File: src/rtl/ping_pkg.sv
// Purpose : shared types and defaults for the ping/pong delay initiator.
// Latency : n/a (declarations only).
// Backpressure: n/a.
package ping_pkg;

   typedef enum logic [2:0] {
      IDLE      = 3'd0,
      WAIT_RDY  = 3'd1,
      PING      = 3'd2,
      WAIT_PONG = 3'd3,
      OUT       = 3'd4
   } ping_state_t;

   localparam int DEF_DATA_WIDTH = 16;
   localparam int DEF_TIMEOUT    = 60000;

endpackage

File: src/rtl/ping_timer.sv
// Purpose : saturating round-trip counter; stops at TIMEOUT so it never wraps.
// Latency : clear/increment take effect on the next clock edge.
// Backpressure: none; counts whenever enabled.
//
// Ports:
//   clk, reset     - clock, async active-high reset
//   clr_i          - force count to 0 (wins over en_i)
//   en_i           - increment by 1 unless already at TIMEOUT
//   cnt_o          - current count
//   hit_timeout_o  - count equals TIMEOUT
module ping_timer
   import ping_pkg::*;
#(
   parameter int DATA_WIDTH = DEF_DATA_WIDTH,
   parameter int TIMEOUT    = DEF_TIMEOUT
) (
   input  logic                  clk,
   input  logic                  reset,
   input  logic                  clr_i,
   input  logic                  en_i,
   output logic [DATA_WIDTH-1:0] cnt_o,
   output logic                  hit_timeout_o
);

   localparam logic [DATA_WIDTH-1:0] TO_VAL = DATA_WIDTH'(TIMEOUT);

   logic [DATA_WIDTH-1:0] cnt_q;
   logic [DATA_WIDTH-1:0] cnt_d;

   always_comb begin
      cnt_d = cnt_q;
      if (clr_i) begin
         cnt_d = '0;
      end else if (en_i && (cnt_q != TO_VAL)) begin
         cnt_d = cnt_q + 1'b1;
      end
   end

   always_ff @(posedge clk or posedge reset) begin
      if (reset) begin
         cnt_q <= '0;
      end else begin
         cnt_q <= cnt_d;
      end
   end

   assign cnt_o         = cnt_q;
   assign hit_timeout_o = (cnt_q == TO_VAL);

endmodule

File: src/rtl/ping_ranger.sv
// Purpose : initiator of the ping/pong link; runs DLY_NUM round-trip measurements per start.
// Latency : start->ping 2 cycles (ping_ready high); pong at ping+n gives m_tvalid at ping+n+1.
// Backpressure: single-entry output register; no new ping while a beat is pending.
//
// Ports:
//   clk, reset          - clock, async active-high reset
//   start               - begin a burst (ignored while busy)
//   ping_ready, pong    - responder handshake inputs
//   ping                - registered one-cycle ping pulse
//   m_tvalid/m_tready   - stream handshake; m_tdata = delay or TIMEOUT,
//   m_tuser             - 1 on timeout beats, m_tlast on final beat of burst
//   busy, done          - FSM not idle / one-cycle pulse after last beat accepted
//   stray_pong          - sticky: pong seen outside WAIT_PONG, cleared by accepted start
module ping_ranger
   import ping_pkg::*;
#(
   parameter int DATA_WIDTH = DEF_DATA_WIDTH,
   parameter int DLY_NUM    = 3,
   parameter int TIMEOUT    = DEF_TIMEOUT
) (
   input  logic                  clk,
   input  logic                  reset,
   input  logic                  start,
   input  logic                  ping_ready,
   input  logic                  pong,
   output logic                  ping,
   output logic                  m_tvalid,
   input  logic                  m_tready,
   output logic [DATA_WIDTH-1:0] m_tdata,
   output logic                  m_tuser,
   output logic                  m_tlast,
   output logic                  busy,
   output logic                  done,
   output logic                  stray_pong
);

   localparam int                    IDX_W    = (DLY_NUM > 1) ? $clog2(DLY_NUM) : 1;
   localparam logic [IDX_W-1:0]      LAST_IDX = IDX_W'(DLY_NUM - 1);
   localparam logic [DATA_WIDTH-1:0] TO_VAL   = DATA_WIDTH'(TIMEOUT);

   ping_state_t           state_q, state_d;
   logic [IDX_W-1:0]      idx_q, idx_d;
   logic                  ping_q, ping_d;
   logic                  vld_q, vld_d;
   logic [DATA_WIDTH-1:0] data_q, data_d;
   logic                  user_q, user_d;
   logic                  done_q, done_d;
   logic                  stray_q, stray_d;

   logic                  tmr_clr;
   logic                  tmr_en;
   logic [DATA_WIDTH-1:0] tmr_cnt;
   logic                  tmr_hit;
   logic                  accept;
   logic                  last_beat;

   assign accept    = vld_q && m_tready;
   assign last_beat = (idx_q == LAST_IDX);

   ping_timer #(
      .DATA_WIDTH (DATA_WIDTH),
      .TIMEOUT    (TIMEOUT)
   ) u_timer (
      .clk           (clk),
      .reset         (reset),
      .clr_i         (tmr_clr),
      .en_i          (tmr_en),
      .cnt_o         (tmr_cnt),
      .hit_timeout_o (tmr_hit)
   );

   // State register
   always_ff @(posedge clk or posedge reset) begin
      if (reset) begin
         state_q <= IDLE;
      end else begin
         state_q <= state_d;
      end
   end

   // Next-state logic
   always_comb begin
      state_d = state_q;
      case (state_q)
         IDLE:      if (start)            state_d = WAIT_RDY;
         WAIT_RDY:  if (ping_ready)       state_d = PING;
         PING:                            state_d = WAIT_PONG;
         WAIT_PONG: if (pong || tmr_hit)  state_d = OUT;
         OUT:       if (accept)           state_d = last_beat ? IDLE : WAIT_RDY;
         default:                         state_d = IDLE;
      endcase
   end

   // Output / datapath next values
   always_comb begin
      idx_d   = idx_q;
      ping_d  = 1'b0;
      vld_d   = vld_q;
      data_d  = data_q;
      user_d  = user_q;
      done_d  = 1'b0;
      stray_d = stray_q;
      tmr_clr = 1'b0;
      tmr_en  = 1'b0;

      if ((state_q == IDLE) && start) begin
         idx_d   = '0;
         stray_d = 1'b0;
      end
      // A pong in the same cycle as an accepted start still counts as stray.
      if (pong && (state_q != WAIT_PONG)) begin
         stray_d = 1'b1;
      end

      case (state_q)
         WAIT_RDY: begin
            // Clear on the way into PING so the count reads 0 during the ping
            // cycle and n exactly n cycles later.
            if (ping_ready) begin
               ping_d  = 1'b1;
               tmr_clr = 1'b1;
            end
         end
         PING: begin
            tmr_en = 1'b1;
         end
         WAIT_PONG: begin
            tmr_en = 1'b1;
            // pong takes priority over a simultaneous timeout
            if (pong) begin
               vld_d  = 1'b1;
               data_d = tmr_cnt;
               user_d = 1'b0;
            end else if (tmr_hit) begin
               vld_d  = 1'b1;
               data_d = TO_VAL;
               user_d = 1'b1;
            end
         end
         OUT: begin
            if (accept) begin
               vld_d = 1'b0;
               if (last_beat) begin
                  done_d = 1'b1;
               end else begin
                  idx_d = idx_q + 1'b1;
               end
            end
         end
         default: ;
      endcase
   end

   always_ff @(posedge clk or posedge reset) begin
      if (reset) begin
         idx_q   <= '0;
         ping_q  <= 1'b0;
         vld_q   <= 1'b0;
         data_q  <= '0;
         user_q  <= 1'b0;
         done_q  <= 1'b0;
         stray_q <= 1'b0;
      end else begin
         idx_q   <= idx_d;
         ping_q  <= ping_d;
         vld_q   <= vld_d;
         data_q  <= data_d;
         user_q  <= user_d;
         done_q  <= done_d;
         stray_q <= stray_d;
      end
   end

   assign ping       = ping_q;
   assign m_tvalid   = vld_q;
   assign m_tdata    = data_q;
   assign m_tuser    = user_q;
   assign m_tlast    = (state_q == OUT) && last_beat;
   assign busy       = (state_q != IDLE);
   assign done       = done_q;
   assign stray_pong = stray_q;

endmodule
File: config.mk
export PLATFORM = sky130hd
export DESIGN_NAME = ping_ranger
export DESIGN_NICKNAME = d
export VERILOG_FILES = /design/src/rtl/ping_pkg.sv /design/src/rtl/ping_timer.sv /design/src/rtl/ping_ranger.sv
export SDC_FILE = /design/constraint.sdc
export NUM_CORES = 1
export LEC_CHECK = 0
export CAP_MARGIN = 0
export CORE_MARGIN = 1
export CORE_UTILIZATION = 35
export DETAILED_ROUTE_END_ITERATION = 8
export SYNTH_ARGS = -nofsm -noshare
export SYNTH_HDL_FRONTEND = slang
export SYNTH_HIERARCHICAL = 1
export SYNTH_SLANG_ARGS = --single-unit
File: constraint.sdc
create_clock -name clk -period 2.9 [get_ports clk]
set_input_delay 0.435 -clock clk [delete_from_list [all_inputs] [get_ports clk]]
set_output_delay 0.435 -clock clk [all_outputs]
set_load 0.02 [all_outputs]
# Yosys cells after proc, flatten, opt, wreduce, memory -nomap -nowiden

Index checks and enable logic that the tools add are counted.

Flip-flop bits (word level): 42
Word-level logic and storage cells: 67
Bits of input ports: 6
Output and inout bits: 23

Equal/unequal tests: 13
Muxes and demuxes: 27
Reduce and logical (&&, ||, !) cells: 16
Add/sub/neg operators: 2

Operator list:

| kind                                                 | count |
|---|---|
| 2-to-1 mux 16 bit                                    | 4 |
| adder 16 x 1 -> 16 bit (second input constant)       | 1 |
| equality test 16 bit (second input constant)         | 1 |
| != test 16 bit (second input constant)               | 1 |
| case mux 3 bit (5 select lines)                      | 1 |
| 2-to-1 mux 1 bit                                     | 13 |
| 2-to-1 mux 3 bit                                     | 4 |
| 2-to-1 mux 2 bit                                     | 4 |
| != test 2 bit (second input constant)                | 4 |
| nonzero test 2 bit                                   | 4 |
| equality test 3 x 2 -> 1 bit (second input constant) | 2 |
| logical AND 1 bit                                    | 5 |
| AND reduction 4 bit                                  | 1 |
| equality test 3 x 1 -> 1 bit (second input constant) | 1 |
| equality test 3 bit (second input constant)          | 1 |
| logical NOT 3 bit                                    | 1 |
| != test 3 x 2 -> 1 bit (second input constant)       | 1 |
| != test 3 bit (second input constant)                | 1 |
| AND reduction 3 bit                                  | 1 |
| nonzero test 3 bit                                   | 1 |
| adder 2 x 1 -> 2 bit (second input constant)         | 1 |
| equality test 2 bit (second input constant)          | 1 |
| case mux 1 bit (2 select lines)                      | 1 |
| AND reduction 2 bit                                  | 1 |
| 2 further kinds                                      | 2 |

# Logic depth before layout (Yosys ltp)

Gate-level depths: netlist of run 1.

Word-level depth: 6
Depth in mapped cells: 8

# Cells and area by module

The synthesis of run 1 kept the hierarchy.

By module, submodules not included:

| module      | area each (um2) | cells each | sequential area each (um2) | times used |
|---|---|---|---|---|
| ping_ranger | 1062.3          | 87         | 650.6                      | 1 |
| ping_timer  | 924.6           | 98         | 400.4                      | 1 |

# Least setup slack after synthesis of run 1

Ideal clock, no wire load.

Path kind: reg2reg
Start point: register u_timer.cnt_q[8], in the netlist u_timer/cnt_o[8]
End point: register data_q[0], in the netlist m_tdata[0]
Slack: 0.930 ns
Arrival: 1.849 ns
Stages on the path, launching flop included: 6
Library setup time: 0.121 ns
Required time: 2.779 ns
Path through: dfrtp_1 -> or4_1 -> nor4_1 -> o21a_1 -> nand2_1 -> a22o_1

Longest elaborated chain between the ends: 3

RTL lines:

| what                                 | line               | RTL |
|---|---|---|
| from (decl)                          | ping_timer.sv:27   | `logic [DATA_WIDTH-1:0] cnt_q;` |
| from (signal assigned)               | ping_timer.sv:43   | `cnt_q <= cnt_d;` |
| equality test 16 bit                 | ping_timer.sv:48   | `assign hit_timeout_o = (cnt_q == TO_VAL);` |
| net tmr_hit                          | ping_ranger.sv:53  | `logic tmr_hit;` |
| nonzero test 2 bit (no source line)  | n/a                |  |
| AND reduction 2 bit (no source line) | n/a                |  |
| to (signal assigned)                 | ping_ranger.sv:167 | `data_q <= data_d;` |
| to (decl)                            | ping_ranger.sv:45  | `logic [DATA_WIDTH-1:0] data_q, data_d;` |

The timed path passes the listed nets, and every way through them passes these cells.
A chain may end at the register's enable or synchronous reset.

# Final worst setup path of run 1

Start point: register state_q[2]
End point: output m_tlast

Longest elaborated chain between the ends: 2

RTL lines:

| what                   | line               | RTL |
|---|---|---|
| from (decl)            | ping_ranger.sv:41  | `ping_state_t state_q, state_d;` |
| from (signal assigned) | ping_ranger.sv:77  | `state_q <= state_d;` |
| equality test 3 bit    | ping_ranger.sv:178 | `assign m_tlast = (state_q == OUT) && last_beat;` |
| logical AND 1 bit      | ping_ranger.sv:178 |  |
| to (decl)              | ping_ranger.sv:31  | `output logic m_tlast,` |

Every way passes these cells.

==> results.py, run 1 <==
metrics = {
    "clock_network": {
        "cts_max_level": 2,
        "cts.path.max_buffers": 2,
        "cts_root_buf": "clkbuf_8",
        "cts_resized": 0,
        "clkSinkCount": 42,
        "insertion_delay_ns": 0.29,
        "cts_tree": "yes",
        "holdBufCountCts": 0,
        "path_clk_slew_ns": 0.08,
        "cts_setup_buffers": 0,
        "cts_made_buffers": 5,
    },
    "synthesis": {
        "yosys_register_bits": 42,
        "synthAdderAreaFrac": 0.0126,
        "synth_xor_area_frac": 0.00441,
        "syn_inst": 185,
        "yosysTopAreaCellShare": 0.529,
        "synth_compound_area_frac": 0.214,
        "synth_top_family_by_area": "compound AO/OA/AOI/OAI gates",
        "seq_area_frac_synth": 0.529,
        "yosys-top-cells-count": "dfrtp_1 (42), a21oi_1 (18), a22o_1 (9), nand3_1 (9), o31ai_1 (9)",
        "synth_edf_count": 0,
        "synth_nets": 193,
        "synth-simple-area-share": 0.193,
        "yosysWarnings": 6,
        "synth_mux_area_frac": 0.00504,
        "synth_cell_type_count": 39,
        "synth_most_common_cell": "dfrtp_1",
        "synth_ff_type": "dfrtp_1",
        "ys_top_cells_by_area": "dfrtp_1 (53%), a21oi_1 (4.5%), a22o_1 (4.0%)",
        "postSynthAreaPerCell_um2": 10.7,
        "yosys.area.top_type": "dfrtp_1",
        "synthArstFlopShare": 1.00,
        "synth_area_um2": 1990,
    },
    "power_and_ir_drop": {
        "p_leak_uw": 0.000987,
        "ir_drop_v": 0.000460,
        "combPwrFrac": 0.399,
        "power_frac_seq": 0.408,
        "power_frac_clock": 0.193,
        "intPower_uw": 1410,
        "p_sw_uw": 837,
        "p_per_area_nw_per_um2": 925,
        "swShare": 0.373,
    },
    "worst_setup_path": {
        "rr_startpoint": "u_timer/cnt_o[8]",
        "r2r_slack_ns": 0.61,
        "critical_path_class": "reg2out",
        "cp.arrival_ns": 1.99,
        "cp-end-kind": "primary output",
        "required_ns": 2.47,
        "crit_fanout": 10,
        "r2r_end": "m_tdata[4]",
        "start_kind": "flip-flop",
        "ff2ff_path_depth": 5,
    },
    "drt": {
        "postRouteAntennaNets": 0,
        "wl_um": 4380,
        "dr_wl_met2_um": 2080,
        "drc": 0,
        "wire_per_inst_um": 15.2,
        "vias": 1571,
        "wl_met3_um": 143,
        "wl_met1_um": 2110,
        "dr.pass1.iters": 4,
        "drt_iter0_drc": 77,
        "top_layer": "met4",
        "vias_per_cell": 5.47,
    },
    "sta": {
        "setup_viol": 0,
        "hold_violations": 0,
        "finClkSkew_ns": 0.00448,
        "hold_slack_ns": 0.494,
        "min_period_ns": 2.43,
        "fmax_mhz": 412,
        "fin_crit_sh": 0.836,
        "final_max_slew_viol_count": 0,
        "maxSlewHeadroom": 0.564,
        "worst_slew_pin_slew_ns": 0.653,
        "tns_ns": 0,
        "rsz0062_at_grt": "false",
    },
    "global_routing": {
        "grt_antenna_before_repair": 0,
        "gr-total-overflow": 0,
        "grt_max_degree": 27,
        "grt_use_total": 0.159,
        "grt_pass1_vias": 1459,
        "grt_pass1_wl_um": 7450,
    },
    "hold_path": {
        "hp-start": "m_tdata[5]",
        "hold_depth": 1,
        "min_path_type": "reg2reg",
        "whs_endpoint": "m_tdata[5]",
    },
    "floorplanning": {
        "dieArea_um2": 5980,
        "io_pins": 29,
        "start_util": 0.363,
        "fp.dieW_um": 77.3,
        "std_cell_rows": 27,
        "core_region_area_um2": 5470,
        "dieHeight_um": 77.3,
    },
    "place": {
        "port_buffers": 28,
        "gp_congestion": 0.743,
        "hpwl_um": 3040,
    },
    "final_layout": {
        "drive_gt1_frac": 0.0791,
        "nNetsFinal": 222,
        "fill_cells": 534,
        "syn_to_final_growth_pct": 22.2,
        "n_antenna_cell": 0,
    },
    "run_status": {
        "status": "finished, final reports clean",
    },
    "job": {
        "maxCapViolations": 0,
    },
}
final cells by class:
type                    instances  area, um^2  area share
repair buffers                 31         303       0.125
multi-input cells             128         852       0.351
clock buffers                   8         110      0.0453
flip-flops and latches         42        1050       0.433
inverters                       6        22.5     0.00927
well taps                      72        90.1      0.0371
flip-flops by register name, summed over array words and instances (netlist names):
register and cells:
m_tdata 16, ping 1, u_timer/cnt_o 16, done 1, idx_q 2, m_tvalid 1
state_q 3, m_tuser 1, stray_pong 1
logic make-up after synthesis:
kind of cell             after synthesis
XOR/XNOR                               1
AO/OA/AOI/OAI                         60
AND/OR/NAND/NOR                       64
flip-flops                            42
adder cells (fa/ha/maj)                2
multiplexers                           1
buffers and inverters                 15
power by group through the flow:
| stage | logic, uW | registers [uW] | clock network [uW] |
|---|---|---|---|
| after floorplan | 525 | 988 | 0 |
| after global placement | 902 | 930 | 0 |
| after detailed placement | 906 | 929 | 0 |
| after CTS | 911 | 919 | 446 |
| after global routing | 979 | 946 | 469 |
| final | 897 | 916 | 433 |
worst max-delay path: stages, from the launching register on:
cell and delay [ns]:
dfrtp_1 0.53, or3b_4 0.45, nor2_1 0.11, clkdlybuf4s50_1 0.60
through the flow:
| stage | setup WS [ns] | utilization | instances | power (uW) | instance area (um^2) |
|---|---|---|---|---|---|
| final | 0.475 | 0.444 | 287 | 2250 | 2430 |
| after global routing | 0.383 | 0.444 | 287 | 2390 | 2430 |
| after CTS | 0.458 | 0.444 | 287 | 2280 | 2430 |
| after detailed placement | 0.595 | 0.424 | 279 | 1840 | 2320 |
| after global placement | 0.591 | 0.424 | 279 | 1830 | 2320 |
| after floorplan | 0.930 | - | 185 | 1510 | 1990 |
how the worst max path moves through the flow:
stage	startpoint	to	slack, ns	cells after the start
floorplan	u_timer/cnt_o[8]	m_tdata[0]	0.93	5
global placement	u_timer/cnt_o[8]	m_tdata[7]	0.59	5
detailed placement	u_timer/cnt_o[8]	m_tdata[4]	0.59	5
CTS	state_q[1]	m_tlast	0.46	3
global route	u_timer/cnt_o[8]	m_tdata[1]	0.38	5
finish	state_q[2]	m_tlast	0.47	3
cells in the final DEF, fill, tap and decap left out, types with 3 or more instances in the layout:
cell	Yosys	routed
a21oi_1	18	18
a22o_1	9	9
and2_1	4	4
buf_4	0	3
clkbuf_8	0	8
clkdlybuf4s50_1	0	28
dfrtp_1	42	42
inv_1	6	6
nand2_1	8	8
nand3_1	9	9
nand4_1	5	5
nor2_1	8	8
o21ai_1	7	7
o22a_1	7	7
o31ai_1	9	9
or3_1	8	8
or4_1	8	8
per-layer routing:
| metal | up-vias | GRT usage |
|---|---|---|
| met4 | 0 | 0.0396 |
| met1 | 780 | 0.223 |
| li1 | 765 | - |
| met2 | 22 | 0.247 |
| met3 | 4 | 0.0376 |
| met5 | - | 0 |
Note: power is estimated with default switching activity, not from simulation.
==> run 2: changes to the inputs <==
==> constraint.sdc (replaced) <==
create_clock -name clk -period 2.25 [get_ports clk]
set_input_delay 0.3375 -clock clk [delete_from_list [all_inputs] [get_ports clk]]
set_output_delay 0.3375 -clock clk [all_outputs]
set_load 0.02 [all_outputs]
==> run 2 against run 1 <==
Count of clock-buffer cells in the layout fell by 1. Combinational power rose by 48%. Utilization rose by 1.7 points. Global-route usage rose by 1.5 points. Worst hold slack got worse by 0.069 ns. Sequential share of layout area fell by 1.6 points. Wire length rose by 4.8%. Cell count rose by 4.2%. Clock power rose by 33%. Sequential power rose by 21%. Power rose by 34%. Largest cell class unchanged. Largest power group is now combinational cells.
==> results.py, run 2 (synthesized netlist as in run 1, its figures left out) <==
metrics = {
    "clock_network": {
        "cts_made_buffers": 5,
        "cts_tree": "yes",
        "insertion_delay_ns": 0.29,
        "cts_max_level": 2,
        "clkSinkCount": 42,
        "cts.path.max_buffers": 2,
        "path_clk_slew_ns": 0.08,
        "cts_root_buf": "clkbuf_8",
    },
    "sta": {
        "tns_ns": 0,
        "maxSlewHeadroom": 0.566,
        "fin_crit_sh": 0.971,
        "final_max_slew_viol_count": 0,
        "min_period_ns": 2.18,
        "worst_slew_pin_slew_ns": 0.650,
        "setup_viol": 0,
        "finClkSkew_ns": 0.00803,
        "hold_violations": 0,
        "fin_ws_ns": 0.0653,
        "rsz0062_at_grt": "false",
        "fmax_mhz": 458,
    },
    "worst_setup_path": {
        "r2r_slack_ns": 0.13,
        "path_depth": 3,
        "worst-path-buf-inv": 1,
        "crit_path_start": "state_q[2]",
        "cpMaxStageDelayCell": "clkdlybuf4s50_1",
        "ff2ff_path_depth": 5,
        "critical_path_class": "reg2out",
        "crit_chain": "or3b_4, nor2_1, clkdlybuf4s50_1",
        "r2r_end": "m_tdata[8]",
        "cpLargestDelayFamily": "buffers and inverters",
        "rr_startpoint": "u_timer/cnt_o[10]",
        "cpPeakStageDelay_ns": 0.60,
        "required_ns": 1.91,
        "cp.arrival_ns": 1.85,
        "cp-end-kind": "primary output",
        "start_kind": "flip-flop",
        "cp-endpoint": "m_tlast",
        "crit_fanout": 5,
    },
    "final_layout": {
        "finalCoreUtilization": 0.461,
        "drive_gt1_frac": 0.123,
        "layout_commonest_cell": "dfrtp_1",
        "final_cell_mix": "dfrtp_1 (42), clkdlybuf4s50_1 (28), a21oi_1 (18), buf_4 (15)",
        "syn_to_final_growth_pct": 26.9,
        "fill_cells": 530,
        "nNetsFinal": 234,
        "fin_cells": 299,
        "seq_area_um2": 1050,
        "n_antenna_cell": 0,
        "multi_input_area_um2": 858,
    },
    "drt": {
        "dr.pass1.iters": 4,
        "vias_per_cell": 5.39,
        "wl_um": 4580,
        "drt_iter0_drc": 42,
        "vias": 1612,
        "drc": 0,
        "postRouteAntennaNets": 0,
        "wire_per_inst_um": 15.3,
    },
    "floorplanning": {
        "core_region_area_um2": 5470,
        "io_pins": 29,
        "fp.dieW_um": 77.3,
        "dieArea_um2": 5980,
        "dieHeight_um": 77.3,
        "std_cell_rows": 27,
        "start_util": 0.363,
    },
    "global_routing": {
        "grt_most_used_layer": "met2",
        "grt_pass1_wl_um": 8030,
        "met3_usage": 0.0376,
        "grt_pass1_vias": 1626,
        "gr-total-overflow": 0,
        "grtUsageMet1": 0.228,
        "grt_max_degree": 27,
        "grt_antenna_before_repair": 0,
        "met2_usage": 0.275,
        "grt_use_total": 0.174,
    },
    "power_and_ir_drop": {
        "ir_drop_v": 0.000539,
        "p_per_area_nw_per_um2": 1190,
        "p_leak_uw": 0.00105,
    },
    "place": {
        "gp_congestion": 0.762,
        "hpwl_um": 3200,
        "port_buffers": 28,
        "place_inst": 291,
        "pre_cts_slack_ns": 0.0303,
    },
    "hold_path": {
        "min_path_type": "in2async",
    },
    "job": {
        "maxCapViolations": 0,
    },
    "run_status": {
        "status": "finished, final reports clean",
    },
}
==> run 2: changes by cell type in the layout (fill, tap and decap cells not counted), sizes merged <==
cell,before,now
clkbuf,8,7
buf,3,15
bufinv,0,1
==> run 2: power breakdown <==
group / switching (uW) / internal, uW / leakage [uW] / total [uW]
Combinational: 720 / 606 / 0.000451 / 1330
Sequential: 141 / 966 / 0.000542 / 1110
Clock: 245 / 332 / 0.0000524 / 577
==> run 2: worst min-delay path by stage <==
stage	start	cells past startpoint	end
floorplan	reset	1	u_timer/cnt_o[0]
global placement	m_tdata[5]	1	m_tdata[5]
detailed placement	m_tdata[14]	1	m_tdata[14]
CTS	reset	3	stray_pong
global route	reset	3	idx_q[0]
finish	reset	3	m_tdata[0]
==> run 2: worst register-to-register path, delay by kind of cell, from the launching register on <==
| family | cells | cell delay, ns |
|---|---|---|
| AOI/OAI and AO/OA | 2 | 0.47 |
| DFF | 1 | 0.38 |
| and+or+nand+nor | 3 | 1.16 |
==> run 2: final cells by class <==
type	count	area share
inverter	6	0.00893
tap	72	0.0357
clock inverter	1	0.0119
timing repair buffer	43	0.156
multi-input combinational	128	0.340
sequential	42	0.417
clock buffer	7	0.0303
==> run 2: timing repair <==
item                       4_1_cts  5_1_grt
setup endpoints to repair        0       10
buffers inserted                 0        0
hold buffers                     0        0
hold endpoints to repair         0        0
resized for setup                0        1
==> run 2: stage by stage <==
| stage | hold slack (ns) | power (uW) | instance area, um^2 |
|---|---|---|---|
| after global placement | 0.474 | 2450 | 2410 |
| after detailed placement | 0.481 | 2450 | 2410 |
| after global routing | 0.507 | 3200 | 2520 |
| final | 0.425 | 3010 | 2520 |
| after CTS | 0.435 | 3050 | 2510 |
| after floorplan | 0.251 | 1950 | 1990 |
==> run 2: metal layers <==
metal,vias up,share of wire
met5,-,0
met4,0,0.015
met3,5,0.033
met2,23,0.48
met1,797,0.47
li1,787,-
==> run 3: changes to the inputs <==
--- a/config.mk
+++ b/config.mk
@@ -7,7 +7,7 @@
 export LEC_CHECK = 0
 export CAP_MARGIN = 0
 export CORE_MARGIN = 1
-export CORE_UTILIZATION = 35
+export CORE_UTILIZATION = 23
 export DETAILED_ROUTE_END_ITERATION = 8
 export SYNTH_ARGS = -nofsm -noshare
 export SYNTH_HDL_FRONTEND = slang
==> run 3 against run 2 <==
Worst hold slack improved by 0.0032 ns. First-iteration DRC count increased by 110%. Clock skew about the same. Sequential cell count unchanged. Non-clock buffer count decreased by 2. Maximum frequency increased by 1.9%. Register-to-register slack improved by 0.02 ns. Utilization decreased by 15 points. Cell count increased by 10%. Via count increased by 2.2%. Sequential power about the same. Largest power group unchanged.
==> results.py, run 3 (synthesized netlist as in run 1, its figures left out) <==
metrics = {
    "run_status": {
        "status": "finished, final reports clean",
    },
    "sta": {
        "setup_viol": 0,
        "rsz0062_at_grt": "false",
        "fin_crit_sh": 0.953,
        "maxSlewHeadroom": 0.535,
        "hold_violations": 0,
        "worst_slew_pin_slew_ns": 0.697,
        "tns_ns": 0,
        "finClkSkew_ns": 0.00791,
        "fmax_mhz": 467,
        "min_period_ns": 2.14,
        "hold_slack_ns": 0.428,
        "final_max_slew_viol_count": 0,
    },
    "clock_network": {
        "path_clk_slew_ns": 0.08,
        "cts_setup_buffers": 0,
        "clkSinkCount": 42,
        "cts_root_buf": "clkbuf_8",
        "cts_max_level": 2,
        "insertion_delay_ns": 0.29,
        "cts.path.max_buffers": 2,
        "cts_made_buffers": 5,
        "holdBufCountCts": 0,
        "cts_tree": "yes",
    },
    "worst_setup_path": {
        "worst-path-buf-inv": 2,
        "critical_path_class": "reg2out",
        "crit_chain": "buf_4, or3_1, clkdlybuf4s50_1",
        "start_kind": "flip-flop",
        "cpPeakStageDelay_ns": 0.54,
        "crit_fanout": 7,
        "cp-end-kind": "primary output",
        "cpMaxStageDelayCell": "clkdlybuf4s50_1",
        "cpLargestDelayFamily": "buffers and inverters",
        "required_ns": 1.91,
        "cp.arrival_ns": 1.81,
    },
    "drt": {
        "wl_um": 4770,
        "wire_per_inst_um": 14.4,
        "drt_iter0_drc": 90,
        "postRouteAntennaNets": 0,
        "vias_per_cell": 4.99,
        "dr.pass1.iters": 4,
        "drc": 0,
        "vias": 1647,
    },
    "power_and_ir_drop": {
        "p_leak_uw": 0.00105,
        "total_power_uw": 3020,
        "p_per_area_nw_per_um2": 1190,
        "ir_drop_v": 0.000437,
    },
    "global_routing": {
        "grt_use_total": 0.119,
        "grt_pass1_wl_um": 8280,
        "grt_antenna_before_repair": 0,
        "grt_max_degree": 27,
        "gr-total-overflow": 0,
        "grt_pass1_vias": 1672,
    },
    "place": {
        "gp_congestion": 0.790,
        "hpwl_um": 3390,
        "port_buffers": 28,
    },
    "final_layout": {
        "layout_commonest_cell": "dfrtp_1",
        "nNetsFinal": 232,
        "drive_gt1_frac": 0.116,
        "syn_to_final_growth_pct": 28.3,
        "n_antenna_cell": 0,
        "final_cell_mix": "dfrtp_1 (42), clkdlybuf4s50_1 (27), a21oi_1 (18), buf_4 (13)",
    },
    "floorplanning": {
        "fp.dieW_um": 94.9,
        "dieArea_um2": 9010,
        "core_region_area_um2": 8300,
        "dieHeight_um": 94.9,
        "io_pins": 29,
        "start_util": 0.239,
        "std_cell_rows": 33,
    },
    "hold_path": {
        "min_path_type": "in2async",
    },
    "job": {
        "maxCapViolations": 0,
    },
}
[run 3: cell type report]
type | count | area [um^2]
clock inverters | 1 | 30.0
fillers | 843 | 5750
clock buffers | 7 | 76.3
well taps | 105 | 131
multi-input cells | 128 | 858
inverters | 6 | 22.5
repair buffers | 41 | 380
flip-flops and latches | 42 | 1050
[run 3: worst reg2reg max path: cells and delay by family (launching register included)]
family          cells  cell delay [ns]
simple gates        3             1.09
flops               1             0.44
compound gates      2             0.46
[run 3: path summary, 6_finish.rpt]
| kind | start | end | slack, ns | depth (start not counted) |
|---|---|---|---|---|
| worst min register to register | m_tdata[5] | m_tdata[5] | 0.49 | 1 |
| min in group clk | m_tdata[5] | m_tdata[5] | 0.49 | 1 |
| worst min-delay path | reset | m_tdata[15] | 0.43 | 3 |
| worst max register to register | u_timer/cnt_o[7] | m_tdata[12] | 0.15 | 5 |
| worst max-delay path | state_q[2] | busy | 0.11 | 3 |
| max in group asynchronous | reset | u_timer/cnt_o[5] | 1.33 | 2 |
[run 3: what timing repair did]
action | 4_1_cts | 5_1_grt
gates resized for setup | 0 | 2
hold endpoints to repair | 0 | 0
endpoints found under the setup margin | 0 | 10
[run 3: routing by layer]
metal	part of all wire	vias to the layer above	GRT usage
li1	-	782	-
met1	0.43	821	0.142
met2	0.52	35	0.207
met3	0.032	9	0.0209
met4	0.017	0	0.0530
met5	0	-	0
[run 3: where the power goes]
group | leakage [uW] | internal [uW] | switching, uW | total [uW]
registers | 0.000542 | 966 | 146 | 1110
clock network | 0.0000524 | 332 | 253 | 585
logic | 0.000459 | 605 | 720 | 1320
[run 3: per-stage QoR]
stage / cells / setup slack, ns / instance area [um^2] / utilization
finish: 330 / 0.106 / 2550 / 0.307
global route: 330 / 0.000906 / 2550 / 0.307
CTS: 330 / 0.0338 / 2540 / 0.306
detailed placement: 322 / 0.0564 / 2430 / 0.293
global placement: 322 / 0.114 / 2430 / 0.293
floorplan: 185 / 0.280 / 1990 / -
